===== config.mk =====
export PLATFORM = sky130hd
export DESIGN_NAME = shift_fma_sliced_norm_shifter
export DESIGN_NICKNAME = d
export VERILOG_FILES = /design/src/rtl/shift_fma_sliced_norm_shifter.sv
export SDC_FILE = /design/constraint.sdc
export NUM_CORES = 1
export LEC_CHECK = 0
export ABC_CLOCK_PERIOD_IN_PS = 4400
export CAP_MARGIN = 20
export CORE_MARGIN = 2
export CORE_UTILIZATION = 38
export DETAILED_ROUTE_END_ITERATION = 6
export PLACE_DENSITY = 0.6
export SYNTH_ARGS = -nofsm -noshare
export SYNTH_HDL_FRONTEND = slang
export SYNTH_SLANG_ARGS = --single-unit

===== constraint.sdc =====
create_clock -name clk_i -period 4.4 [get_ports clk_i]
set_input_delay 1.1 -clock clk_i [delete_from_list [all_inputs] [get_ports clk_i]]
set_output_delay 1.1 -clock clk_i [all_outputs]
set_load 0.03 [all_outputs]

===== src/rtl/shift_fma_sliced_norm_shifter.sv =====
// Normalisation shifter for the tiny FMA datapath: sum_shifted = sum << norm_shamt,
// built from a single slice-wide shifter that ORs one slice per cycle into an accumulator.
module shift_fma_sliced_norm_shifter #(
  parameter int unsigned PRECISION_BITS     = 24,
  parameter int unsigned SHIFT_AMOUNT_WIDTH = 7,
  parameter int unsigned NUM_SLICES         = 3,
  parameter int unsigned TAG_WIDTH          = 4,
  localparam int unsigned SUM_WIDTH         = 3 * PRECISION_BITS + 4,
  localparam int unsigned OUT_WIDTH         = 4 * PRECISION_BITS + 4
) (
  input  logic                          clk_i,
  input  logic                          rst_ni,
  input  logic                          flush_i,
  input  logic                          in_valid_i,
  output logic                          in_ready_o,
  input  logic [SUM_WIDTH-1:0]          sum_i,
  input  logic [SHIFT_AMOUNT_WIDTH-1:0] norm_shamt_i,
  input  logic [TAG_WIDTH-1:0]          tag_i,
  output logic                          out_valid_o,
  input  logic                          out_ready_i,
  output logic [OUT_WIDTH-1:0]          sum_shifted_o,
  output logic [TAG_WIDTH-1:0]          tag_o,
  output logic                          busy_o
);

  localparam int unsigned SLICE_WIDTH = (SUM_WIDTH + NUM_SLICES - 1) / NUM_SLICES;
  localparam int unsigned PAD_WIDTH   = NUM_SLICES * SLICE_WIDTH;
  localparam int unsigned CNT_WIDTH   = (NUM_SLICES > 1) ? $clog2(NUM_SLICES) : 1;
  // Wide enough for max shamt plus the largest slice offset, so the sum never wraps.
  localparam int unsigned EFF_WIDTH   = $clog2((1 << SHIFT_AMOUNT_WIDTH) + PAD_WIDTH) + 1;
  localparam logic [CNT_WIDTH-1:0] LAST_CNT = CNT_WIDTH'(NUM_SLICES - 1);

  typedef enum logic [1:0] {IDLE, SHIFT, DONE} state_t;

  state_t                        state_q;
  logic [CNT_WIDTH-1:0]          cnt_q;
  logic [PAD_WIDTH-1:0]          sum_q;
  logic [SHIFT_AMOUNT_WIDTH-1:0] shamt_q;

  logic [SLICE_WIDTH-1:0] slice_c;
  logic [EFF_WIDTH-1:0]   eff_shamt_c;
  logic [OUT_WIDTH-1:0]   slice_shifted_c;
  logic                   accept_c;

  assign in_ready_o = (state_q == IDLE) || (state_q == DONE && out_ready_i);
  assign accept_c   = in_valid_i && in_ready_o && !flush_i;

  // Slice select and the single slice-wide shifter.
  always_comb begin
    slice_c = '0;
    for (int unsigned k = 0; k < NUM_SLICES; k++) begin
      if (cnt_q == CNT_WIDTH'(k)) slice_c = sum_q[k*SLICE_WIDTH +: SLICE_WIDTH];
    end
    eff_shamt_c     = EFF_WIDTH'(shamt_q) + EFF_WIDTH'(cnt_q) * EFF_WIDTH'(SLICE_WIDTH);
    slice_shifted_c = OUT_WIDTH'(slice_c) << eff_shamt_c;
  end

  // Control FSM; sum_shifted_o doubles as the accumulator.
  always_ff @(posedge clk_i or negedge rst_ni) begin
    if (!rst_ni) begin
      state_q       <= IDLE;
      cnt_q         <= '0;
      sum_q         <= '0;
      shamt_q       <= '0;
      sum_shifted_o <= '0;
      tag_o         <= '0;
      out_valid_o   <= 1'b0;
      busy_o        <= 1'b0;
    end else if (flush_i) begin
      state_q     <= IDLE;
      out_valid_o <= 1'b0;
      busy_o      <= 1'b0;
    end else begin
      case (state_q)
        IDLE: ;
        SHIFT: begin
          sum_shifted_o <= sum_shifted_o | slice_shifted_c;
          if (cnt_q == LAST_CNT) begin
            state_q     <= DONE;
            out_valid_o <= 1'b1;
          end else begin
            cnt_q <= cnt_q + CNT_WIDTH'(1);
          end
        end
        DONE: begin
          if (out_ready_i && !in_valid_i) begin
            state_q     <= IDLE;
            out_valid_o <= 1'b0;
            busy_o      <= 1'b0;
          end
        end
        default: begin
          state_q     <= IDLE;
          out_valid_o <= 1'b0;
          busy_o      <= 1'b0;
        end
      endcase
      // A new operation may start from IDLE or directly out of DONE.
      if (accept_c) begin
        state_q       <= SHIFT;
        cnt_q         <= '0;
        sum_q         <= PAD_WIDTH'(sum_i);
        shamt_q       <= norm_shamt_i;
        tag_o         <= tag_i;
        sum_shifted_o <= '0;
        out_valid_o   <= 1'b0;
        busy_o        <= 1'b1;
      end
    end
  end

endmodule


# == Word-level counts from Yosys, hierarchy flattened ==
# Index checks and enable logic that the tools add are counted.
# op_classes
n_addsub,2
mux,21
bitwise_logic,2
reduce_logical,16
mul,1
n_eq_ne,9
shift,1
# ops
op,count
$mux W100,2
$or A100 B100 Y100,1
$shl A26 B8 Y100,1
$mux W26,3
$mux W2,7
$add A7 B7 Y8,1
$mul A2 B4 Y6 const B,1
$mux W1,6
$pmux W2 S3,1
$reduce_and A2 Y1,3
$reduce_and A3 Y1,2
$eq A2 B1 Y1 const B,2
$eq A2 B2 Y1 const B,2
$logic_and A1 B1 Y1,4
$logic_not A2 Y1,2
$ne A4 B3 Y1 const B,1
$ne A4 B4 Y1 const B,1
$ne A3 B1 Y1 const B,1
$ne A3 B3 Y1 const B,1
$pmux W1 S3,1
$add A2 B1 Y2 const B,1
$logic_not A1 Y1,2
$ne A2 B2 Y1 const B,1
$pmux W1 S2,1
other kinds (4),4
# word_totals
inputBits,92
out_inout_bits,107
register_bits,193
word_cells,60

# == Longest topological paths before layout ==
# Gate-level depths: netlist of run 1.
# depth
ltp_word,8
ltp_mapped,12
ltp_nobuf,10

# == Worst setup path before layout of run 1 ==
# OpenSTA, ideal clock, no wires.
# synth_path
path_kind,register to register
from,reg cnt_q[0]
to,reg sum_shifted_o[99]
slack_ns,1.292
period_less_slack_ns,3.108
n_path_buf,0
path_stages_with_launch,9
required_ns,4.279
arrival_time_ns,2.988
setup_ns,0.121
path_cell_list,dfrtp_1 ha_1 fa_1 xor2_2 mux4_2 mux2_4 mux2_2 a221o_1 a22o_1
# synth_between
elab_chain_len,8
elab_cells_between_ends,12
classes_between,1 x add/sub; 1 x mul; 2 x eq/ne; 1 x shift; 5 x mux; 1 x bitwise; 1 x reduce/logical
# synth_lines
element,line_no,source
start: declaration,36,logic [CNT_WIDTH-1:0] cnt_q;
start signal: assignment,82,cnt_q <= cnt_q + CNT_WIDTH'(1);
"parallel branches: the longest is 4 deep, another holds $add A7 B7 Y8",n/a,
$shl A26 B8 Y100 (*),55,slice_shifted_c = OUT_WIDTH'(slice_c) << eff_shamt_c;
$or A100 B100 Y100 (*),77,sum_shifted_o <= sum_shifted_o | slice_shifted_c;
$mux W100 (*),74,case (state_q)
$mux W100 (*),99,if (accept_c) begin
end signal: assignment,77,
end: declaration,21,"output logic [OUT_WIDTH-1:0] sum_shifted_o,"
# Mark *: on every way between the ends. The select of a mux whose other input is x is not followed.
# A chain may end at the register's enable or synchronous reset.

# == Final worst setup path of run 1 ==
# layout_path
from,reg cnt_q[0]
to,reg sum_shifted_o[28]
# Same word-level chain as after synthesis.

==> results of run 1 <==
-- critical path, cell delays in order (launching register included) --
cell and delay (ns):
dfrtp_1 0.44, inv_1 0.16, ha_1 0.75, buf_12 0.25, buf_4 0.18, nor2b_1 0.22
a21oi_1 0.13, mux2_2 0.33, mux4_2 0.46, mux2i_1 0.40, mux2i_1 0.26, a22o_1 0.25
-- worst min-delay path by stage --
| stage | to | from | cells after the start | slack (ns) |
|---|---|---|---|---|
| finish | sum_q[68] | sum_q[68] | 2 | 0.47 |
| global route | sum_shifted_o[89] | sum_shifted_o[89] | 2 | 0.50 |
| floorplan | sum_q[60] | sum_q[60] | 2 | 0.44 |
| global placement | sum_q[68] | sum_q[68] | 2 | 0.45 |
| detailed placement | sum_q[68] | sum_q[68] | 2 | 0.46 |
| CTS | sum_q[68] | sum_q[68] | 2 | 0.47 |
-- layer usage --
metal  vias to the layer above  track usage, %  share of wire [%]
met5                         -               0                  0
met4                         0            12.0                4.5
met3                        76            4.26                6.5
met2                       463            40.8                 45
met1                      5095            36.3                 44
li1                       4885               -                  -
-- metrics by stage --
| step | setup slack, ns | utilization, % | cell area, sq um | hold slack (ns) | instances |
|---|---|---|---|---|---|
| after detailed placement | 0.512 | 46.9 | 13800 | 0.456 | 1804 |
| after global routing | 0.307 | 49.0 | 14400 | 0.501 | 1837 |
| after CTS | 0.502 | 48.9 | 14400 | 0.474 | 1836 |
| final | 0.462 | 49.0 | 14400 | 0.470 | 1837 |
| after global placement | 0.565 | 46.9 | 13800 | 0.454 | 1804 |
| after floorplan | 1.29 | - | 11300 | 0.439 | 1254 |
-- state kept, by name, indices dropped and copies added, names as in the netlist --
signal and count:
busy_o 1, cnt_q 2, out_valid_o 1, shamt_q 7
state_q 1, sum_q 76, sum_shifted_o 100, tag_o 4
-- placed cells by master (no fill, tap or decap), types with 8 or more instances in the layout --
master             n
a211o_1            9
a211oi_1          30
a21o_1             9
a21oi_1           76
a221o_1           11
a22o_1            34
a32oi_1            8
and2_1            10
buf_4             52
clkbuf_16         17
clkdlybuf4s50_1  197
dfrtp_1          192
ha_1              11
inv_1             10
mux2_2            15
mux2i_1           35
mux4_2            25
nand2_1          339
nand3_1           13
nand3b_1          26
nor2_1            50
nor2b_1           20
nor3_1            26
nor4_1             8
o21ai_0           47
o21ai_1           18
-- cells in the mapped netlist, drive strengths merged (8+ instances only) --
master and n:
nor2b 20, buf 32, a32oi 8, a211o 9
clkbuf 59, a211oi 30, a21oi 83, and2 11
mux2i 36, mux4 25, inv 11, nor4 8
mux2 16, nand2 339, o21ai 65, nor3 28
dfrtp 192, o31ai 8, nand3b 26, a22o 34
a221o 11, nand3 13, ha 11, a21o 9
nor2 51
-- final cells by class --
type	count	area, sq um	share of cell area, %
Tap cell	390	488	3.39
Timing Repair Buffer	252	2420	16.8
Multi-Input combinational cell	960	6040	42.0
Clock buffer	20	467	3.24
Sequential cell	192	4800	33.4
Inverter	11	41.3	0.287
Clock inverter	12	138	0.956
-- kinds of logic (layout without fill, tap and decap cells) --
logic type      Yosys count  count (layout)
simple gates            536             536
compound gates          333             333
flops                   192             192
buf+inv                 102             295
mux                      77              77
fa+ha+maj                12              12
xor+xnor                  2               2
==> key figures, run 1 <==
Clock tree
  – CTS Hold Buffers Added: 0
  – Clk buf depth: 2
  – CTS root buffer: clkbuf_16
  – Total clock sinks: between 150 and 200
  – CTS tree: done
  – Clk Latency, worst-skew pair: around 0.45 ns
  – Clk slew on worst S/H paths: 0.07 ns
  – # resized after CTS: 0
  – H-tree depth: 4
  – Post CTS Setup Buffer Count: 0
  – TritonCTS buffer count: 17

Routing
  – WL/cell: around 22 microns
  – DR vias/cell: approximately 5.7
  – Via count: about 11k
  – WL final: just over 40,000 microns
  – DRC viols: 2
  – DR iter-0 viols: between 800 and 900
  – First drt pass iteration count: 7
  – Final ANT Viol Nets: 0

Synthesis
  – Post-Synth Simple-Gate Area: a little over a fifth
  – Synth area leaders: dfrtp_1 (43%), nand2_1 (11%), mux4_2 (5.0%), a21oi_1 (3.4%), mux2i_1 (3.1%)
  – Synth Flop Type: dfrtp_1
  – EDFF count, synth: 0
  – Seq/Total Area, Yosys: around 43%
  – Yosys top cell area share: roughly 43%
  – Async SR Flop Fraction: between 90% and 100%
  – Yosys Warn Count: 0
  – Net Count, Synth: approximately 1.4k
  – Flops & latches, synth: ~190
  – Largest family of logic cells by synthesized area: simple AND/OR/NAND/NOR gates
  – Synth Area in XOR/XNOR: less than 1%
  – Largest area contributor in the netlist: dfrtp_1
  – Post-synthesis compound-gate area fraction: between 20% and 30%
  – Mapped Cells: 1,254
  – Synth cell types: just over 80
  – Mean Syn Cell Area: about 9 sq um
  – Post-Syn Area: roughly 0.011 sq mm
  – Mux contribution to synthesized area: around a tenth
  – Adder-cell share of the synthesized area: under 10%

GRT
  – Antenna violations before repair: 0
  – Vias in the first global route: roughly 10k
  – Tot GR Track Use: 26.3%
  – GRT Residual Overflow: 0
  – Largest net degree at the start of global routing: 87
  – First-pass GRT wire length: ~62,000 microns

Floorplanning
  – Core Box Area: 0.0294 sq mm
  – DIE HEIGHT: roughly 180 microns
  – Site row count: 63
  – Io pins: ~200
  – Die area: 0.0310 sq mm
  – Die Wd: around 180 microns
  – Initial core utilization: a little under two fifths

Finish
  – # diodes: 0
  – Final #Nets: roughly 1.5k
  – Fill cell count: between 2k and 3k
  – Area added between synthesis and finish: 27.8%
  – Fraction of layout instances using a drive strength above 1: 10.7%

Critical path
  – CP endpoint: sum_shifted_o[28]
  – R2R cell count: 11
  – Crit Path Max Fanout: 28
  – Worst path required time: 4.74 ns
  – Reg-to-reg endpoint: sum_shifted_o[28]
  – Type of the worst setup path: reg2reg
  – Worst setup startpoint: cnt_q[0]
  – CP endpoint kind: register
  – Startpoint types: register
  – Worst Path Arrival: 4.28 ns
  – Worst reg2reg setup slack: about 0.46 ns
  – FF-to-FF Start: cnt_q[0]

Placed design
  – Gpl congestion: slightly above 1
  – HPWL Detailed: 30,000 microns
  – Number of I/O port buffers: between 150 and 200

Timing
  – RSZ-0062 raised after global routing: false
  – F_max: 254 MHz
  – Final Hold Fails: 0
  – Relative slew slack: 39.5%
  – Worst Max-Slew Pin Slew: 0.907 ns
  – Fin crit share: around 90%
  – Tmin final: ~3.9 ns
  – Clk_skew: between 0.015 and 0.02 ns
  – # setup viols final: 0
  – Setup TNS: 0 ns
  – Pins Over Slew Limit: 0

Run status
  – Violated checks: DRC
  – Status: finished with violations

Hold path
  – Worst Hold Class: reg2reg

Run
  – Number of max-cap violations: 0
Power of run 1 is not shown: default switching activity piles up to over one toggle a cycle in this logic, so the estimate is an artifact.
==> run 2: changes to the inputs <==
--- a/config.mk
+++ b/config.mk
@@ -5,12 +5,12 @@
 export SDC_FILE = /design/constraint.sdc
 export NUM_CORES = 1
 export LEC_CHECK = 0
-export ABC_CLOCK_PERIOD_IN_PS = 4400
+export ABC_CLOCK_PERIOD_IN_PS = 3200
 export CAP_MARGIN = 20
 export CORE_MARGIN = 2
 export CORE_UTILIZATION = 38
 export DETAILED_ROUTE_END_ITERATION = 6
-export PLACE_DENSITY = 0.6
+export PLACE_DENSITY = 0.62
 export SYNTH_ARGS = -nofsm -noshare
 export SYNTH_HDL_FRONTEND = slang
 export SYNTH_SLANG_ARGS = --single-unit
==> constraint.sdc (replaced) <==
create_clock -name clk_i -period 3.2 [get_ports clk_i]
set_input_delay 0.8 -clock clk_i [delete_from_list [all_inputs] [get_ports clk_i]]
set_output_delay 0.8 -clock clk_i [all_outputs]
set_load 0.03 [all_outputs]
==> run 2 against run 1 <==
The run ends with DRC, setup timing left. Register-to-register slack got worse by 0.48 ns. Final area increased by 13%. Non-clock buffer count increased by 154. Hold slack got worse by 0.14 ns. Wire length increased by 8.4%. Clock skew increased by 0.0053 ns. Critical endpoint is now sum_shifted_o[99].
==> key figures, run 2 (same netlist as run 1, synthesis figures left out) <==
Critical path
  – Cell mode on critical path: mux2_4
  – CP endpoint kind: register
  – Cell chain of the critical path: ha_2, fa_2, xor2_4, mux4_2, buf_4, mux2_4, mux2_4, a221o_1, a22o_1
  – Crit Path Max Fanout: 3 (-89%)
  – FF-to-FF Start: cnt_q[0]
  – Worst path required time: 3.54 ns (-1.20 ns)
  – Worst Path Buf+Inv: 1 (-2)
  – Largest stage delay, worst path: 0.55 ns (-0.20 ns)
  – Worst setup startpoint: cnt_q[0]
  – Worst Path Arrival: 3.56 ns (-0.72 ns)
  – Startpoint types: register
  – Critical-path cell with the highest stage delay: mux4_2
  – Crit-path leading delay family: multiplexers
  – Type of the worst setup path: reg2reg

Finish
  – # diodes: 0 (unchanged)
  – Largest reg by FF count: sum_shifted_o
  – Largest register FFs: 100 (unchanged)
  – Commonest non-fill, non-tap cell in the layout: nand2_1
  – Fraction of layout instances using a drive strength above 1: 24.2% (+13 points)
  – Most frequent cells in the layout: nand2_1 (337), clkdlybuf4s50_1 (197), dfrtp_1 (191), buf_4 (183), a21oi_1 (50)
  – Final #Nets: 1,692 (+10%)
  – Regs by FF count: sum_shifted_o x100, sum_q x76, shamt_q x7
  – Area added between synthesis and finish: 44.1%
  – Non-Filler Cell Area, Final: 0.0162 sq mm (+13%)
  – Fill cell count: 2,735 (-3.6%)

Floorplanning
  – Die area: 0.0310 sq mm (unchanged)
  – Io pins: 199 (unchanged)
  – Core Box Area: 0.0294 sq mm (unchanged)
  – Initial core utilization: 38.3% (unchanged)
  – DIE HEIGHT: 176 microns (unchanged)
  – Die Wd: 176 microns (unchanged)
  – Site row count: 63 (unchanged)

Placed design
  – Placed Instance Area: 0.0150 sq mm (+8.7%)
  – Post-place setup slack: -0.372 ns (-0.884 ns)
  – HPWL Detailed: 33,100 microns (+10%)
  – Gpl congestion: 0.957 (-4.9%)
  – Number of I/O port buffers: 198 (unchanged)

Clock tree
  – CTS Hold Buffers Added: 0 (unchanged)
  – Clk buf depth: 2 (unchanged)
  – Clk slew on worst S/H paths: 0.08 ns (about the same)
  – CTS tree: done
  – TritonCTS buffer count: 17 (unchanged)
  – CTS root buffer: clkbuf_16
  – H-tree depth: 4 (unchanged)
  – Clk Latency, worst-skew pair: 0.46 ns (about the same)
  – Total clock sinks: 192 (unchanged)

GRT
  – Tot GR Track Use: 27.9% (+1.6 points)
  – Met3 Track Usage GR: 3.83% (-0.43 points)
  – Vias in the first global route: 11.0k (+5.1%)
  – Largest net degree at the start of global routing: 83 (-4.6%)
  – First-pass GRT wire length: 65,900 microns (+5.9%)
  – GR peak layer: met2
  – Antenna violations before repair: 0 (unchanged)
  – GRT Residual Overflow: 0 (unchanged)
  – Grt met1 use: 36.7% (+0.46 points)
  – GRT met2 Usage: 45.7% (+4.9 points)

Routing
  – WL final: 43,700 microns (+8.4%)
  – First drt pass iteration count: 7 (unchanged)
  – WL/cell: 21.9 microns (about the same)
  – DR iter-0 viols: 877 (+4.5%)
  – DR vias/cell: 5.60 (-2.2%)
  – DRC viols: 2 (unchanged)
  – Via count: 11.1k (+6.0%)
  – Final ANT Viol Nets: 0 (unchanged)

Run status
  – Violated checks: DRC, setup timing
  – Status: finished with violations

Timing
  – Fin crit share: 101% (+11 points)
  – Tmin final: 3.22 ns (-0.719 ns)
  – Pins Over Slew Limit: 0 (unchanged)
  – Clk_skew: 0.0232 ns (+0.00531 ns)
  – RSZ-0062 raised after global routing: true
  – Worst setup margin: -0.0188 ns (-0.481 ns)
  – Final Hold Fails: 0 (unchanged)
  – F_max: 311 MHz (+22%)
  – Worst Max-Slew Pin Slew: 0.890 ns (-0.0173 ns)
  – # setup viols final: 3 (+3)
  – Relative slew slack: 40.7% (+1.2 points)

Hold path
  – Worst Hold Class: in2async

Run
  – Number of max-cap violations: 0 (unchanged)
## run 2: cell count changes in the layout (fill, tap and decap cells not counted), moves of 4 or more
| cell | before | now |
|---|---|---|
| buf_6 | 0 | 8 |
| a21oi_4 | 0 | 7 |
| buf_12 | 2 | 14 |
| nor2b_1 | 20 | 12 |
| buf_4 | 52 | 183 |
| mux2i_1 | 35 | 30 |
| nor2b_2 | 0 | 5 |
| a21oi_1 | 76 | 50 |
| clkinv_8 | 0 | 4 |
| a211oi_1 | 30 | 23 |
| a21oi_2 | 7 | 26 |
| ha_1 | 11 | 6 |
| a211oi_2 | 0 | 7 |
## run 2: what timing repair did
action	CTS	global route
setup buffers	1	9
setup endpoints to repair	81	92
cloned	0	3
resized for setup	33	80
pin swaps	4	14
## run 2: final timing paths
| check | endpoint | slack [ns] | cells past startpoint |
|---|---|---|---|
| worst max register to register | sum_shifted_o[99] | -0.02 | 9 |
| worst max-delay path | sum_shifted_o[99] | -0.02 | 9 |
| worst min register to register | tag_o[3] | 0.48 | 2 |
| worst min-delay path | sum_shifted_o[57] | 0.33 | 1 |
| max in group asynchronous | sum_q[18] | 2.08 | 2 |
| min in group clk_i | tag_o[3] | 0.48 | 2 |
## run 2: layer usage
layer | vias up | share of wire (%)
met5 | - | 0
met4 | 0 | 4.5
met3 | 80 | 5.1
li1 | 5215 | -
met2 | 452 | 47
met1 | 5400 | 43
## run 2: worst register-to-register path: cells and delay by family (launching register included)
kind,cells,cell delay (ns)
muxes,3,1.10
adders and majority gates,2,0.65
buffers and inverters,1,0.15
DFF,1,0.39
xor gates and xnor gates,1,0.30
AOI/OAI and AO/OA,2,0.54
## run 2: stage by stage
step | setup TNS (ns) | std cells | hold slack [ns] | util [%]
after detailed placement | -10.61 | 1946 | 0.462 | 51.0
after floorplan | 0 | 1254 | 0.439 | -
after CTS | -0.0527 | 1979 | 0.347 | 53.5
after global routing | -0.739 | 1991 | 0.371 | 55.2
final | -0.0253 | 1991 | 0.332 | 55.2
after global placement | -7.70 | 1946 | 0.454 | 51.0
## run 2: layout make-up
cell class	instances	area [sq um]	share of cell area [%]
Sequential cell	192	4810	29.6
Multi-Input combinational cell	960	6490	40.0
Timing Repair Buffer	406	3800	23.4
Tap cell	390	488	3.01
Clock buffer	17	425	2.62
Clock inverter	15	168	1.03
Inverter	11	46.3	0.285
Power of run 2 is left out for the same reason.
==> run 3: changes to the inputs <==
--- a/config.mk
+++ b/config.mk
@@ -14,3 +14,4 @@
 export SYNTH_ARGS = -nofsm -noshare
 export SYNTH_HDL_FRONTEND = slang
 export SYNTH_SLANG_ARGS = --single-unit
+export TNS_END_PERCENT = 5
==> run 3 against run 2 <==
Utilization shrank 0.29 points. Setup slack lost 0.0056 ns. Maximum frequency shrank 0.17%. Final area shrank 0.53%. Global-route usage is essentially flat. Final cell count is essentially flat. Critical path type unchanged. Via count shrank 0.25%. Clock skew shrank 0.0019 ns. Register-to-register slack is essentially flat. Die area is the same. Sequential share of layout area grew 0.16 points. The run ends with setup timing left. Non-clock buffer count shrank 1.
==> key figures, run 3 (same netlist as run 1, synthesis figures left out) <==
Clock tree
  – Clk buf depth: 2 (unchanged)
  – H-tree depth: 4 (unchanged)
  – Clk slew on worst S/H paths: 0.08 ns (about the same)
  – Clk Latency, worst-skew pair: 0.46 ns (about the same)
  – CTS root buffer: clkbuf_16
  – Total clock sinks: 192 (unchanged)
  – CTS tree: done
  – TritonCTS buffer count: 17 (unchanged)

Hold path
  – Worst Hold Class: in2async

Timing
  – Pins Over Slew Limit: 0 (unchanged)
  – Tmin final: 3.22 ns (+0.00562 ns)
  – Final Hold Fails: 0 (unchanged)
  – Clk_skew: 0.0213 ns (-0.00185 ns)
  – # setup viols final: 2 (-1)
  – Worst setup margin: -0.0244 ns (-0.00562 ns)
  – Relative slew slack: 41.3% (+0.60 points)
  – Fin crit share: 101% (+0.18 points)
  – Worst Max-Slew Pin Slew: 0.881 ns (-0.00895 ns)
  – F_max: 310 MHz (-0.17%)
  – RSZ-0062 raised after global routing: true
  – Setup TNS: -0.0263 ns (-0.000972 ns)

Placed design
  – HPWL Detailed: 33,100 microns (unchanged)
  – Number of I/O port buffers: 198 (unchanged)
  – Gpl congestion: 0.957 (unchanged)

Finish
  – Fill cell count: 2,734 (-0.037%)
  – Largest register FFs: 100 (unchanged)
  – # diodes: 0 (unchanged)
  – Commonest non-fill, non-tap cell in the layout: nand2_1
  – Regs by FF count: sum_shifted_o x100, sum_q x76, shamt_q x7
  – Most frequent cells in the layout: nand2_1 (337), clkdlybuf4s50_1 (197), dfrtp_1 (191), buf_4 (186), a21oi_1 (51)
  – Largest reg by FF count: sum_shifted_o
  – Final #Nets: 1,691 (-0.059%)
  – Fraction of layout instances using a drive strength above 1: 23.5% (-0.67 points)
  – Area added between synthesis and finish: 43.3%

Critical path
  – Worst Path Arrival: 3.56 ns (about the same)
  – Critical-path cell with the highest stage delay: mux4_2
  – Startpoint types: register
  – Type of the worst setup path: reg2reg
  – Cell chain of the critical path: ha_2, fa_2, xor2_4, buf_4, mux4_2, mux2_4, mux2_2, a221o_1, a22o_1
  – Crit Path Max Fanout: 3 (unchanged)
  – Worst reg2reg setup slack: -0.02 ns (about the same)
  – FF-to-FF Start: cnt_q[0]
  – CP endpoint kind: register
  – Crit-path leading delay family: multiplexers
  – Worst path required time: 3.54 ns (about the same)
  – Largest stage delay, worst path: 0.52 ns (-0.03 ns)
  – Reg-to-reg endpoint: sum_shifted_o[99]
  – R2R cell count: 9 (unchanged)
  – Worst Path Buf+Inv: 1 (unchanged)

Routing
  – WL final: 43,600 microns (-0.18%)
  – DRC viols: 0 (-2)
  – DR iter-0 viols: 963 (+9.8%)
  – Final ANT Viol Nets: 0 (unchanged)
  – First drt pass iteration count: 5 (-2)
  – WL/cell: 21.9 microns (-0.13%)
  – DR vias/cell: 5.59 (-0.20%)
  – Via count: 11.1k (-0.25%)

Floorplanning
  – Die Wd: 176 microns (unchanged)
  – Site row count: 63 (unchanged)
  – Initial core utilization: 38.3% (unchanged)
  – DIE HEIGHT: 176 microns (unchanged)
  – Die area: 0.0310 sq mm (unchanged)
  – Io pins: 199 (unchanged)
  – Core Box Area: 0.0294 sq mm (unchanged)

GRT
  – Tot GR Track Use: 27.9% (about the same)
  – Vias in the first global route: 11.0k (-0.22%)
  – GRT Residual Overflow: 0 (unchanged)
  – First-pass GRT wire length: 65,900 microns (about the same)
  – Largest net degree at the start of global routing: 83 (unchanged)
  – Antenna violations before repair: 0 (unchanged)

Run status
  – Status: finished with violations
  – Violated checks: setup timing

Run
  – Number of max-cap violations: 0 (unchanged)
==> run 3: repair_timing <==
item / 4_1_cts / 5_1_grt
endpoints found under the setup margin: 81 / 92
hold endpoints to repair: 0 / 0
pin swaps: 4 / 13
gates cloned: 0 / 3
buffers inserted: 1 / 8
resized for setup: 29 / 66
hold buffers: 0 / 0
==> run 3: metrics by stage <==
step	cells	hold slack (ns)	cell area (sq um)	setup slack [ns]	util [%]
floorplan	1254	0.439	11300	0.0915	-
global placement	1946	0.454	15000	-0.327	51.0
detailed placement	1946	0.462	15000	-0.372	51.0
CTS	1979	0.347	15700	-0.0382	53.4
global route	1990	0.370	16100	-0.105	54.9
finish	1990	0.338	16100	-0.0244	54.9
==> run 3: final cells by class <==
type / count / area [sq um] / area share [%]
Clock inverter: 15 / 168 / 1.04
Tap cell: 390 / 488 / 3.02
Multi-Input combinational cell: 960 / 6430 / 39.8
Sequential cell: 192 / 4810 / 29.8
Clock buffer: 17 / 425 / 2.63
Inverter: 11 / 46.3 / 0.287
Timing Repair Buffer: 405 / 3780 / 23.4
==> run 3: how the worst max path moves through the flow <==
stage,startpoint,slack [ns],cells past startpoint,to
after floorplan,cnt_q[0],0.09,8,sum_shifted_o[99]
after global placement,cnt_q[0],-0.33,11,sum_shifted_o[91]
after detailed placement,cnt_q[0],-0.37,11,sum_shifted_o[59]
after CTS,cnt_q[0],-0.04,9,sum_shifted_o[99]
after global routing,cnt_q[1],-0.10,13,sum_shifted_o[40]
final,cnt_q[0],-0.02,9,sum_shifted_o[99]
==> run 3: worst reg2reg max path: stages (launching register included) <==
cell and delay (ns):
dfrtp_1 0.40, ha_2 0.20, fa_2 0.44, xor2_4 0.25, buf_4 0.16, mux4_2 0.52, mux2_4 0.29, mux2_2 0.29
a221o_1 0.35, a22o_1 0.20
==> run 3: layer usage <==
layer | track usage [%] | share of wire [%] | vias up
met5 | 0 | 0 | -
met3 | 3.68 | 5.0 | 84
li1 | - | - | 5203
met1 | 36.8 | 43 | 5395
met2 | 45.9 | 47 | 437
met4 | 12.6 | 4.5 | 0
Power of run 3 is left out for the same reason.
